$ cat config.mk
export PLATFORM = sky130hd
export DESIGN_NAME = atm_session_ctrl
export DESIGN_NICKNAME = d
export VERILOG_FILES = /design/src/rtl/atm_session_ctrl.sv
export SDC_FILE = /design/constraint.sdc
export NUM_CORES = 1
export LEC_CHECK = 0
export CORE_UTILIZATION = 40
export DETAILED_ROUTE_END_ITERATION = 6
export HOLD_SLACK_MARGIN = 0.15
export PLACE_DENSITY = 0.76
export SLEW_MARGIN = 20
export SYNTH_ARGS = -nofsm -noshare
export SYNTH_HDL_FRONTEND = slang
export SYNTH_SLANG_ARGS = --single-unit
$ cat constraint.sdc
create_clock -name clk -period 4.99 [get_ports clk]
set_input_delay 0.499 -clock clk [delete_from_list [all_inputs] [get_ports clk]]
set_output_delay 0.499 -clock clk [all_outputs]
set_load 0.03 [all_outputs]
$ cat src/rtl/atm_session_ctrl.sv
`default_nettype none
// ---------------------------------------------------------------------------
// atm_session_ctrl : ATM session sequencer (card, PIN lockout, menu, DB req)
// Revision: 1.0
// ---------------------------------------------------------------------------
module atm_session_ctrl #(
  parameter int MAX_TRIES   = 3,
  parameter int TIMEOUT_CYC = 1000,
  parameter int NUM_ACC     = 10
) (
  input  logic        clk,
  input  logic        rst,
  input  logic        card_in,
  input  logic [3:0]  acc_num,
  input  logic        pin_valid,
  input  logic        auth_ok,
  input  logic        op_valid,
  input  logic [2:0]  operation,
  input  logic [15:0] amount,
  output logic        db_req,
  output logic [1:0]  db_op,
  output logic [3:0]  db_acc,
  output logic [15:0] db_amount,
  input  logic        db_ack,
  input  logic        db_ok,
  input  logic [15:0] db_balance,
  output logic [2:0]  state,
  output logic [15:0] balance,
  output logic        done,
  output logic        error,
  output logic [2:0]  err_code
);

  localparam int TW  = (TIMEOUT_CYC > 2) ? $clog2(TIMEOUT_CYC) : 1;
  localparam int TRW = $clog2(MAX_TRIES + 1);

  localparam logic [TW-1:0]  c_TMO_LAST  = TW'(TIMEOUT_CYC - 1);
  localparam logic [TRW-1:0] c_MAX_TRIES = TRW'(MAX_TRIES);
  localparam logic [4:0]     c_NUM_ACC   = 5'(NUM_ACC);

  localparam logic [2:0] c_E_BAD_PIN = 3'd1;
  localparam logic [2:0] c_E_LOCKED  = 3'd2;
  localparam logic [2:0] c_E_BAD_OP  = 3'd3;
  localparam logic [2:0] c_E_INSUF   = 3'd4;
  localparam logic [2:0] c_E_TIMEOUT = 3'd5;
  localparam logic [2:0] c_E_BAD_ACC = 3'd6;

  typedef enum logic [2:0] {
    S_IDLE    = 3'd0,
    S_AUTH    = 3'd1,
    S_MENU    = 3'd2,
    S_DB_WAIT = 3'd3,
    S_EJECT   = 3'd4
  } state_t;

  state_t         r_state, w_state_nxt;
  logic [3:0]     r_acc, w_acc_nxt;
  logic [15:0]    r_lock, w_lock_nxt;
  logic [TRW-1:0] r_tries, w_tries_nxt;
  logic [TW-1:0]  r_timer, w_timer_nxt;
  logic           r_db_req, w_req_nxt;
  logic [1:0]     r_db_op, w_op_nxt;
  logic [15:0]    r_db_amount, w_amt_nxt;
  logic [15:0]    r_balance, w_bal_nxt;
  logic           r_done, w_done_nxt;
  logic           r_error, w_err_nxt;
  logic [2:0]     r_err_code, w_code_nxt;

  logic           w_bad_acc;
  logic [TRW-1:0] w_tries_inc;
  logic           w_tmo;

  assign w_bad_acc   = ({1'b0, acc_num} >= c_NUM_ACC);
  assign w_tries_inc = r_tries + 1'b1;
  assign w_tmo       = (r_timer == c_TMO_LAST);

  always_ff @(posedge clk) begin
    if (rst) begin
      r_state     <= S_IDLE;
      r_acc       <= '0;
      r_lock      <= '0;
      r_tries     <= '0;
      r_timer     <= '0;
      r_db_req    <= 1'b0;
      r_db_op     <= '0;
      r_db_amount <= '0;
      r_balance   <= '0;
      r_done      <= 1'b0;
      r_error     <= 1'b0;
      r_err_code  <= '0;
    end else begin
      r_state     <= w_state_nxt;
      r_acc       <= w_acc_nxt;
      r_lock      <= w_lock_nxt;
      r_tries     <= w_tries_nxt;
      r_timer     <= w_timer_nxt;
      r_db_req    <= w_req_nxt;
      r_db_op     <= w_op_nxt;
      r_db_amount <= w_amt_nxt;
      r_balance   <= w_bal_nxt;
      r_done      <= w_done_nxt;
      r_error     <= w_err_nxt;
      r_err_code  <= w_code_nxt;
    end
  end

  // Priority inside AUTH/MENU: card removal, then strobe, then timeout.
  always_comb begin
    w_state_nxt = r_state;
    w_acc_nxt   = r_acc;
    w_lock_nxt  = r_lock;
    w_tries_nxt = r_tries;
    w_timer_nxt = r_timer;
    w_req_nxt   = r_db_req;
    w_op_nxt    = r_db_op;
    w_amt_nxt   = r_db_amount;
    w_bal_nxt   = r_balance;
    w_done_nxt  = 1'b0;
    w_err_nxt   = 1'b0;
    w_code_nxt  = r_err_code;
    case (r_state)
      S_IDLE: begin
        if (card_in) begin
          w_acc_nxt = acc_num;
          if (w_bad_acc) begin
            w_err_nxt   = 1'b1;
            w_code_nxt  = c_E_BAD_ACC;
            w_state_nxt = S_EJECT;
          end else if (r_lock[acc_num]) begin
            w_err_nxt   = 1'b1;
            w_code_nxt  = c_E_LOCKED;
            w_state_nxt = S_EJECT;
          end else begin
            w_tries_nxt = '0;
            w_timer_nxt = '0;
            w_state_nxt = S_AUTH;
          end
        end
      end
      S_AUTH: begin
        if (!card_in) begin
          w_bal_nxt   = '0;
          w_state_nxt = S_IDLE;
        end else if (pin_valid) begin
          w_timer_nxt = '0;
          if (auth_ok) begin
            w_tries_nxt = '0;
            w_state_nxt = S_MENU;
          end else begin
            w_tries_nxt = w_tries_inc;
            w_err_nxt   = 1'b1;
            w_code_nxt  = c_E_BAD_PIN;
            if (w_tries_inc == c_MAX_TRIES) begin
              w_lock_nxt[r_acc] = 1'b1;
              w_code_nxt        = c_E_LOCKED;
              w_bal_nxt         = '0;
              w_state_nxt       = S_EJECT;
            end
          end
        end else if (w_tmo) begin
          w_err_nxt   = 1'b1;
          w_code_nxt  = c_E_TIMEOUT;
          w_bal_nxt   = '0;
          w_state_nxt = S_EJECT;
        end else begin
          w_timer_nxt = r_timer + 1'b1;
        end
      end
      S_MENU: begin
        if (!card_in) begin
          w_bal_nxt   = '0;
          w_state_nxt = S_IDLE;
        end else if (op_valid) begin
          w_timer_nxt = '0;
          case (operation)
            3'd1, 3'd2, 3'd3, 3'd4: begin
              if ((operation == 3'd2 || operation == 3'd3) && amount == 16'd0) begin
                w_err_nxt  = 1'b1;
                w_code_nxt = c_E_BAD_OP;
              end else begin
                w_op_nxt    = operation[1:0] - 2'd1;
                w_amt_nxt   = amount;
                w_req_nxt   = 1'b1;
                w_state_nxt = S_DB_WAIT;
              end
            end
            3'd5: begin
              w_bal_nxt   = '0;
              w_state_nxt = S_EJECT;
            end
            default: begin
              w_err_nxt  = 1'b1;
              w_code_nxt = c_E_BAD_OP;
            end
          endcase
        end else if (w_tmo) begin
          w_err_nxt   = 1'b1;
          w_code_nxt  = c_E_TIMEOUT;
          w_bal_nxt   = '0;
          w_state_nxt = S_EJECT;
        end else begin
          w_timer_nxt = r_timer + 1'b1;
        end
      end
      S_DB_WAIT: begin
        if (db_ack) begin
          w_req_nxt   = 1'b0;
          w_timer_nxt = '0;
          if (db_ok) begin
            w_bal_nxt  = db_balance;
            w_done_nxt = 1'b1;
          end else begin
            w_err_nxt  = 1'b1;
            w_code_nxt = c_E_INSUF;
          end
          w_state_nxt = card_in ? S_MENU : S_IDLE;
        end
      end
      S_EJECT: begin
        w_bal_nxt = '0;
        if (!card_in) w_state_nxt = S_IDLE;
      end
      default: w_state_nxt = S_IDLE;
    endcase
  end

  assign state     = r_state;
  assign db_req    = r_db_req;
  assign db_op     = r_db_op;
  assign db_acc    = r_acc;
  assign db_amount = r_db_amount;
  assign balance   = r_balance;
  assign done      = r_done;
  assign error     = r_error;
  assign err_code  = r_err_code;

endmodule
`default_nettype wire
== After elaboration in Yosys (flattened, before gate mapping) ==
Index checks and enable logic that the tools add are counted.
W data, S select, Z words.
Operators by class
  muxes and demuxes: 84
  equal/unequal tests: 34
  order comparisons: 4
  add/sub/neg operators: 3
  reductions and logical operators: 20
  bitwise gates (word level): 5
Operators with widths (number)
  $mux W16: 10
  $mux W10: 9
  $mux W3: 25
  $pmux W16 S4: 1
  $pmux W10 S4: 1
  $ne A2 B2 Y1 const B: 12
  $reduce_and A6 Y1: 4
  $mux W1: 20
  $logic_not A16 Y1: 1
  $mux W2: 8
  $or A16 B16 Y16: 1
  $pmux W3 S5: 1
  $eq A3 B2 Y1 const B: 4
  $ne A4 B4 Y1 const B: 3
  $pmux W3 S2: 2
  $pmux W3 S4: 1
  $add A10 B1 Y10 const B: 1
  $eq A10 B10 Y1 const B: 1
  $lt A4 B5 Y1 const B: 2
  $ne A5 B5 Y1 const B: 2
  $reduce_and A10 Y1: 1
  $reduce_and A5 Y1: 2
  $eq A3 B3 Y1 const B: 3
  $ne A3 B3 Y1 const B: 3
  24 further kinds: 32
Storage, ports and cells
  output and inout port bits: 47
  input bits: 47
  register bits after elaboration: 75

== Logic depth before layout (Yosys ltp) ==
Gate-level depths: netlist of run 1.
  word-level depth: 8
  depth in mapped cells: 9
  gate-level depth less buffers: 7

== Worst setup path after synthesis of run 1 ==
OpenSTA, ideal clock, no wires.
  kind: input to register
  from: input operation[0]
  to: register r_db_amount[10] (netlist: db_amount[10])
  arrival time: 1991 ps
  cell stages on the path: 9
  path buffers: 2
  slack: 2872 ps
  data required time: 4862 ps
  path through: inv_1 ha_1 or4_4 nand4_1 o21bai_1 buf_6 buf_12 mux2i_1 nor2_1
On the way
  cells in the longest elaborated chain, start to end: 5
Ends and longest elaborated chain
  start: declaration: line 18  | input logic [2:0] operation,
  $eq A3 B2 Y1: line 175, 177
  $logic_or A1 B1 Y1: line 177  | if ((operation == 3'd2 || operation == 3'd3) && amount == 16'd0) begin
  $logic_and A1 B1 Y1: line 177
  $not A1 Y1 (no source line)
  $reduce_and A5 Y1 (no source line) *
  end signal: assignment: line 99  | r_db_amount <= w_amt_nxt;
  end: declaration: line 63  | logic [15:0] r_db_amount, w_amt_nxt;
Mark *: on every way between the ends. The rest lies on a longest branch, timed or not.
A chain may end at the register's enable or synchronous reset.

== Final worst setup path of run 1 ==
  from: register r_state[2] (netlist: state[2])
  to: output state[2]
RTL lines
  start: declaration: line 56  | state_t r_state, w_state_nxt;
  start signal: assignment: line 92  | r_state <= w_state_nxt;
  end: declaration: line 27  | output logic [2:0] state,
No word-level cell between the ends.

==> results_dict.tcl, run 1 <==
set metrics [dict create \
    status "finished clean" \
    grt_use_total 0.2058 \
    async_reset_ff_frac 0 \
    grt_max_degree 68 \
    fin_area_um2 4826 \
    p_int_mw 0.9075 \
    syn-cell-area_um2 3731 \
    wl_met3_um 727 \
    p_sw_mw 0.3647 \
    arrival_ps 2100 \
    drt_iter0_drc 188 \
    syn_avg_cell_area_um2 8.597 \
    cts_resized 0 \
    avgRoutedWirePerCell_um 15.69 \
    syn_inst 434 \
    endpoint_kind "output pin" \
    synth_top_area_share 0.3702 \
    place_area_um2 4619 \
    yosys_register_bits 69 \
    ir_drop_mv 0.1139 \
    yosysTopAreaCell "dfxtp_1" \
    rsz0062_at_grt "false" \
    cts_tree "yes" \
    post_cts_buffers 0 \
    multi_input_area_um2 2142 \
    final-setup-viol-count 0 \
    tns_ps 0 \
    ant_nets 0 \
    p_seq_frac 0.461 \
    htreeDepth 3 \
    drv_slew 0 \
    nets 566 \
    finalCritPeriodShare 0.5202 \
    ctsHoldBuffers 0 \
    clock-sinks 69 \
    antenna_found_initial 0 \
    cap_viol_max_count 0 \
    row_count 34 \
    diodes 0 \
    crit_path_top_delay_cell "dfxtp_1" \
    required_ps 4490 \
    path_buf_inv 1 \
    die_y_um 98.58 \
    synth_ff_type "dfxtp_1" \
    layout-drive-gt1-share 0.09846 \
    dp_hpwl_um 7156 \
    hold_viol_final 0 \
    m1WireLength_um 4427 \
    core-area_um2 8891 \
    power_frac_clock 0.354 \
    crit_family "flip-flops" \
    die-area_um2 9718 \
    min_path_type "reg2reg" \
    dr.pass1.iters 5 \
    wl_um 9819 \
    area.growth.synth_to_final_pct 29.34 \
    comb_power_share 0.185 \
    drc 0 \
    swShare 0.2866 \
    clockBufferDepth 2 \
    synth_edf_count 0 \
    cts_buffers 9 \
    cts-root-buf "clkbuf_8" \
    max_freq_ghz 0.3853 \
    cp_max_fo 30 \
    min_period_ps 2596 \
    met2RoutedLength_um 4490 \
    cp_cell_sequence "clkdlybuf4s50_1" \
    startpoint_type "flop" \
    fillers 805 \
    synth_fp_nets 487 \
    gp_congestion 0.9310 \
    synth_seq_area_share 0.3702 \
    leakage_nw 1.755 \
    clkTransAtPathRegs_ps 70 \
    grt_pass1_wl_um 16100 \
    yosysWarningCount 0 \
    worstSetupPathType "reg2out" \
    gr-total-overflow 0 \
    num_vias 3608 \
    tightest_slew_ps 916.7 \
    power_density_nw_per_um2 263.6 \
    seqCellArea_um2 1381 \
    initial_core_util 0.4196 \
    synth_area_leaders "dfxtp_1 37%, a21oi_1 5.8%, mux2i_1 4.8%, nor2_1 4.5%, nand2_1 4.2%" \
    synth_cell_type_count 73 \
    ios 94 \
    die_width_um 98.58 \
    grt_pass1_vias 3332 \
    top_layer "met4" \
    relSlewSlack 0.3881 \
    clock_latency_ps 350 \
    vias_per_cell 5.764 \
    final.setup_skew_ps 6.703 \
    critPathMaxStageDelay_ps 930 \
    port_buffers 93 \
]
## cell usage in the layout, fill, tap and decap left out, drive strengths merged, types with 5 or more instances in the layout
cell,synthesis,final
clkdlybuf4s50,0,92
dfxtp,69,69
nor2,46,46
a21oi,43,43
nand2,42,42
o21ai,26,26
mux2i,18,18
nand3,13,13
clkbuf,12,12
inv,11,11
nor3,11,11
nand2b,8,8
nor4,8,8
and3,8,8
a31oi,6,6
a311oi,6,6
a211oi,6,6
ha,6,6
o21bai,5,5
## sequential cells by signal, summed over array words and instances (netlist names)
signal,flops
err_code,3
db_op,2
db_acc,4
state,3
balance,16
done,1
r_lock,10
r_timer,10
db_req,1
r_tries,2
error,1
db_amount,16
## worst reg2reg max path, stage by stage, from the launching register on
cell	delay (ps)
dfxtp_1	930
and4bb_2	360
nand3_1	180
o2111ai_2	400
o21ai_0	330
a21oi_1	100
## power by group through the flow
stage	logic, mW	registers [mW]	clock network [mW]
after floorplan	0.147	0.598	0
after global placement	0.229	0.597	0
after detailed placement	0.232	0.598	0
after CTS	0.234	0.585	0.458
after global routing	0.256	0.588	0.481
final	0.236	0.586	0.450
## area by class of cell
class                   count  area share
clock buffers              12     0.03008
clock inverters             4    0.009852
inverters                  11    0.008556
multi-input cells         328      0.4439
flip-flops and latches     69      0.2862
well taps                 108     0.02800
repair buffers             94      0.1934
## worst paths after layout
path / start / endpoint / slack (ps) / cells after the start
setup / recovery: state[2] / state[2] / 2390 / 1
hold / removal: err_code[1] / err_code[1] / 480 / 2
setup reg to reg: state[2] / balance[13] / 2560 / 5
hold reg to reg: err_code[1] / err_code[1] / 480 / 2
## cells in the mapped netlist (all sizes together), types with 5 or more instances
cell type,count
dfxtp,69
nor2,46
a21oi,43
nand2,42
o21ai,26
mux2i,18
buf,14
nand3,13
clkbuf,12
inv,11
nor3,11
and3,8
nand2b,8
nor4,8
a211oi,6
a311oi,6
a31oi,6
ha,6
o21bai,5
## stage by stage
stage / cells / total power, mW / hold slack (ps) / util / setup slack [ps]
finish: 626 / 1.272 / 477.1 / 0.5428 / 2394
detailed placement: 610 / 0.8298 / 454.7 / 0.5196 / 1892
floorplan: 434 / 0.7453 / 431.3 / - / 2872
global route: 626 / 1.325 / 501.0 / 0.5428 / 2289
global placement: 610 / 0.8268 / 444.2 / 0.5196 / 1975
CTS: 626 / 1.277 / 474.7 / 0.5412 / 2252
## metal layers
layer / vias to the layer above / track usage
met4: 0 / 0.08955
met1: 1706 / 0.2707
met2: 130 / 0.3256
met5: - / 0
li1: 1759 / -
met3: 13 / 0.04468
## cells by family after synthesis
family | share of synthesized area
buf+inv | 0.06036
flops | 0.3702
compound gates | 0.2378
simple gates | 0.2512
fa+ha+maj | 0.02012
mux | 0.06036
(Power assumes the default switching activity.)
==> run 2: changes to the inputs <==
- clock period: 4.99 -> 2.7 ns (I/O delays scaled with it)
==> results_dict.tcl, run 2 (synthesis results as in run 1) <==
set metrics [dict create \
    status "finished clean" \
    cp_max_fo 4 \
    cp_cell_sequence "clkdlybuf4s50_1, inv_1, ha_1, or4_4, and2_4, o221ai_2, a41oi_1, a211oi_1" \
    min_path_type "in2reg" \
    max_freq_ghz 0.4453 \
    comb_power_share 0.183 \
    initial_core_util 0.4196 \
    min_from "rst" \
    antenna_found_initial 0 \
    hold_viol_final 0 \
    final_common_cell "clkdlybuf4s50_1" \
    leakage_nw 1.820 \
    dr.pass1.iters 4 \
    tns_ps 0 \
    worstReg2RegStart "r_timer[0]" \
    endpoint_kind "flop" \
    area.growth.synth_to_final_pct 32.29 \
    clkTransAtPathRegs_ps 70 \
    p_seq_frac 0.416 \
    nets 574 \
    cts_tree "yes" \
    clock-sinks 69 \
    ios 94 \
    critPathMaxStageDelay_ps 520 \
    swShare 0.2704 \
    hold-path-endpoint "r_timer[3]" \
    core-area_um2 8891 \
    row_count 34 \
    ff2ff_path_depth 6 \
    startpoint_type "input port" \
    mostFrequentLayoutCells "92 x clkdlybuf4s50_1, 69 x dfxtp_1, 45 x nor2_1" \
    multi_input_area_um2 2128 \
    power_frac_clock 0.402 \
    gr-total-overflow 0 \
    num_vias 3612 \
    layout-drive-gt1-share 0.1124 \
    fin_area_um2 4936 \
    grt_max_degree 32 \
    grt_pass1_wl_um 16140 \
    power_density_nw_per_um2 520.5 \
    tightest_slew_ps 619.4 \
    post_cts_buffers 0 \
    seqCellArea_um2 1381 \
    cts_resized 0 \
    ant_nets 0 \
    drv_slew 0 \
    relSlewSlack 0.5865 \
    arrival_ps 2500 \
    rrSetupSlack_ps 580 \
    finalCritPeriodShare 0.8317 \
    port_buffers 93 \
    dp_hpwl_um 7271 \
    drc 0 \
    final.setup_skew_ps 17.73 \
    cap_viol_max_count 0 \
    cts-root-buf "clkbuf_8" \
    die-area_um2 9718 \
    avgRoutedWirePerCell_um 15.65 \
    min_period_ps 2246 \
    htreeDepth 3 \
    hold_depth 2 \
    drt_iter0_drc 197 \
    path_buf_inv 2 \
    p_int_mw 1.875 \
    ir_drop_mv 0.3089 \
    clock_latency_ps 350 \
    rsz0062_at_grt "false" \
    grt_use_total 0.2069 \
    die_width_um 98.58 \
    fillers 819 \
    crit_family "compound AO/OA/AOI/OAI gates" \
    clockBufferDepth 2 \
    gp_congestion 0.9430 \
    cts_buffers 9 \
    required_ps 2950 \
    die_y_um 98.58 \
    worstSetupPathType "in2reg" \
    diodes 0 \
    wl_um 9906 \
    vias_per_cell 5.706 \
    ctsHoldBuffers 0 \
    place_area_um2 4692 \
    p_sw_mw 0.6948 \
    final-setup-viol-count 0 \
    grt_pass1_vias 3302 \
    final_core_util 0.5552 \
    crit_path_top_delay_cell "or4_4" \
    r2r_end "balance[2]" \
]
## run 2: cell types whose count changed in the layout (fill, tap and decap cells not counted), moves of 2 or more
| cell | before | now |
|---|---|---|
| bufinv_16 | 1 | 3 |
| clkinv_2 | 2 | 0 |
| buf_4 | 1 | 8 |
| clkbuf_1 | 2 | 0 |
## run 2: power groups by stage
stage                     clock (mW)  combinational (mW)  sequential (mW)
after CTS                       1.05               0.465             1.07
after global routing            1.09               0.505             1.07
after detailed placement           0               0.461             1.09
after floorplan                    0               0.271             1.11
final                           1.03               0.469             1.07
after global placement             0               0.458             1.09
## run 2: final cells by class
class / instances / share of cell area
Clock buffer: 10 / 0.02788
Clock inverter: 5 / 0.02155
Inverter: 11 / 0.008365
Multi-Input combinational cell: 328 / 0.4312
Sequential cell: 69 / 0.2798
Tap cell: 108 / 0.02738
Timing Repair Buffer: 102 / 0.2038
## run 2: per-layer routing
metal	part of all wire	up-vias	wire length, um	track usage
met5	0	-	0	0
met2	0.46	128	4517	0.3267
met4	0.021	0	212	0.08152
li1	-	1775	-	-
met3	0.049	24	489	0.04184
met1	0.47	1685	4687	0.2777
## run 2: how the worst max path moves through the flow
stage	start	end	depth (start not counted)
3_5_place_dp	operation[0]	err_code[2]	8
4_1_cts	operation[0]	err_code[2]	8
6_report	operation[0]	err_code[2]	8
2_1_floorplan	operation[0]	db_amount[10]	9
5_1_grt	r_timer[0]	balance[11]	6
3_3_place_gp	operation[0]	err_code[2]	8
## run 2: worst register-to-register path: stages (launching register included)
cell      delay (ps)
dfxtp_1          380
ha_1             250
nor4bb_1         380
nand3_1          280
o211a_1          370
o21ai_0          240
a21oi_1           90
## run 2: per-stage QoR
stage | worst slack [ps] | std cells | power, mW | hold slack (ps)
floorplan | 810.8 | 434 | 1.377 | 403.3
global placement | 274.9 | 618 | 1.547 | 442.9
detailed placement | 126.3 | 618 | 1.552 | 455.1
CTS | 479.8 | 633 | 2.586 | 256.4
global route | 354.3 | 633 | 2.669 | 279.7
finish | 454.4 | 633 | 2.569 | 280.0
==> run 3: changes to the inputs <==
- clock period: 2.7 -> 2.3 ns (I/O delays scaled with it)
==> results_dict.tcl, run 3 (synthesis results as in run 1) <==
set metrics [dict create \
    final_core_util 0.5609 \
    die_width_um 98.58 \
    finalCritPeriodShare 0.9378 \
    core-area_um2 8891 \
    area.growth.synth_to_final_pct 33.67 \
    initial_core_util 0.4196 \
    grt_pass1_vias 3658 \
    cts-root-buf "clkbuf_8" \
    holdWs_ps 282.9 \
    required_ps 2550 \
    cts_tree "yes" \
    grt_use_total 0.2246 \
    relSlewSlack 0.6316 \
    clock-sinks 69 \
    clockBufferDepth 2 \
    final_common_cell "clkdlybuf4s50_1" \
    gr-total-overflow 0 \
    gp_congestion 0.9206 \
    nets 590 \
    arrival_ps 2410 \
    avgRoutedWirePerCell_um 16.04 \
    power_density_nw_per_um2 547.6 \
    worstSetupPathType "in2reg" \
    ant_nets 0 \
    endpoint_kind "flop" \
    num_vias 3701 \
    mostFrequentLayoutCells "92 x clkdlybuf4s50_1, 68 x dfxtp_1, 45 x nor2_1" \
    wl_um 10430 \
    min_path_type "in2reg" \
    drt_iter0_drc 242 \
    post_cts_buffers 0 \
    startpoint_type "input port" \
    multi_input_area_um2 2128 \
    drc 0 \
    fillers 803 \
    tightest_slew_ps 548.4 \
    cts_buffers 9 \
    antenna_found_initial 0 \
    ctsHoldBuffers 0 \
    max_freq_ghz 0.4636 \
    min_period_ps 2157 \
    drv_slew 0 \
    dr.pass1.iters 4 \
    clkTransAtPathRegs_ps 80 \
    status "finished clean" \
    final.setup_skew_ps 7.158 \
    dp_hpwl_um 7675 \
    grt_pass1_wl_um 17730 \
    clock_latency_ps 350 \
    cp_max_fo 4 \
    die_y_um 98.58 \
    seqCellArea_um2 1383 \
    cap_viol_max_count 0 \
    leakage_nw 1.859 \
    hold_viol_final 0 \
    vias_per_cell 5.694 \
    diodes 0 \
    layout-drive-gt1-share 0.1421 \
    die-area_um2 9718 \
    final-setup-viol-count 0 \
    ir_drop_mv 0.3103 \
    row_count 34 \
    total_power_mw 2.731 \
    rsz0062_at_grt "false" \
    htreeDepth 3 \
    grt_max_degree 32 \
    ios 94 \
    port_buffers 93 \
]
-- run 3: cell count changes in the layout (fill, tap and decap cells not counted), sizes merged --
cell      change
clkinvlp      +2
buf          +16
bufinv        -3
clkinv        +3
clkbuf        -1
-- run 3: final timing paths --
check,from,to,slack (ps),cells past startpoint
setup / recovery,operation[0],err_code[0],140,8
hold / removal,rst,db_amount[0],280,2
setup reg to reg,state[1],r_timer[0],250,5
hold reg to reg,db_op[1],db_op[1],460,2
-- run 3: final cells by class --
type	count	area share
clock buffers	9	0.02484
clock inverters	7	0.01004
inverters	11	0.008279
multi-input cells	328	0.4267
flip-flops and latches	69	0.2772
well taps	108	0.02709
repair buffers	118	0.2258
-- run 3: routing by layer --
metal  vias up  wire (um)  global-route usage
met5         -          0                   0
met4         0        138             0.06429
met3        14        597             0.04539
met2       126       4933              0.3765
met1      1752       4757              0.2932
li1       1809          -                   -
-- run 3: critical path, cell delays in order --
cell and delay (ps):
clkdlybuf4s50_1 480, inv_1 60, ha_1 210, or4_4 530, and2_4 170, o221ai_2 260
a41oi_1 190, a211oi_1 280
-- run 3: where the power goes --
part | total [mW] | leakage [nW] | switching [mW] | internal [mW]
Combinational | 0.583 | 1.22 | 0.326 | 0.256
Sequential | 1.25 | 0.557 | 0.0342 | 1.22
Clock | 0.899 | 0.0816 | 0.507 | 0.392
Total | 2.73 | 1.86 | 0.867 | 1.86
-- run 3: metrics by stage --
step	std cells	setup TNS, ps	worst slack (ps)	instance area (um^2)
3_3_place_gp	634	-55.45	-27.45	4812
6_report	650	0	142.9	4987
4_1_cts	650	0	112.7	4986
2_1_floorplan	434	0	450.8	3731
3_5_place_dp	634	-919.0	-176.4	4812
5_1_grt	650	0	74.31	4987
-- run 3: repair_timing --
item / CTS / global route
resized for setup: 0 / 1
setup endpoints to repair: 0 / 3
hold endpoints to repair: 0 / 0
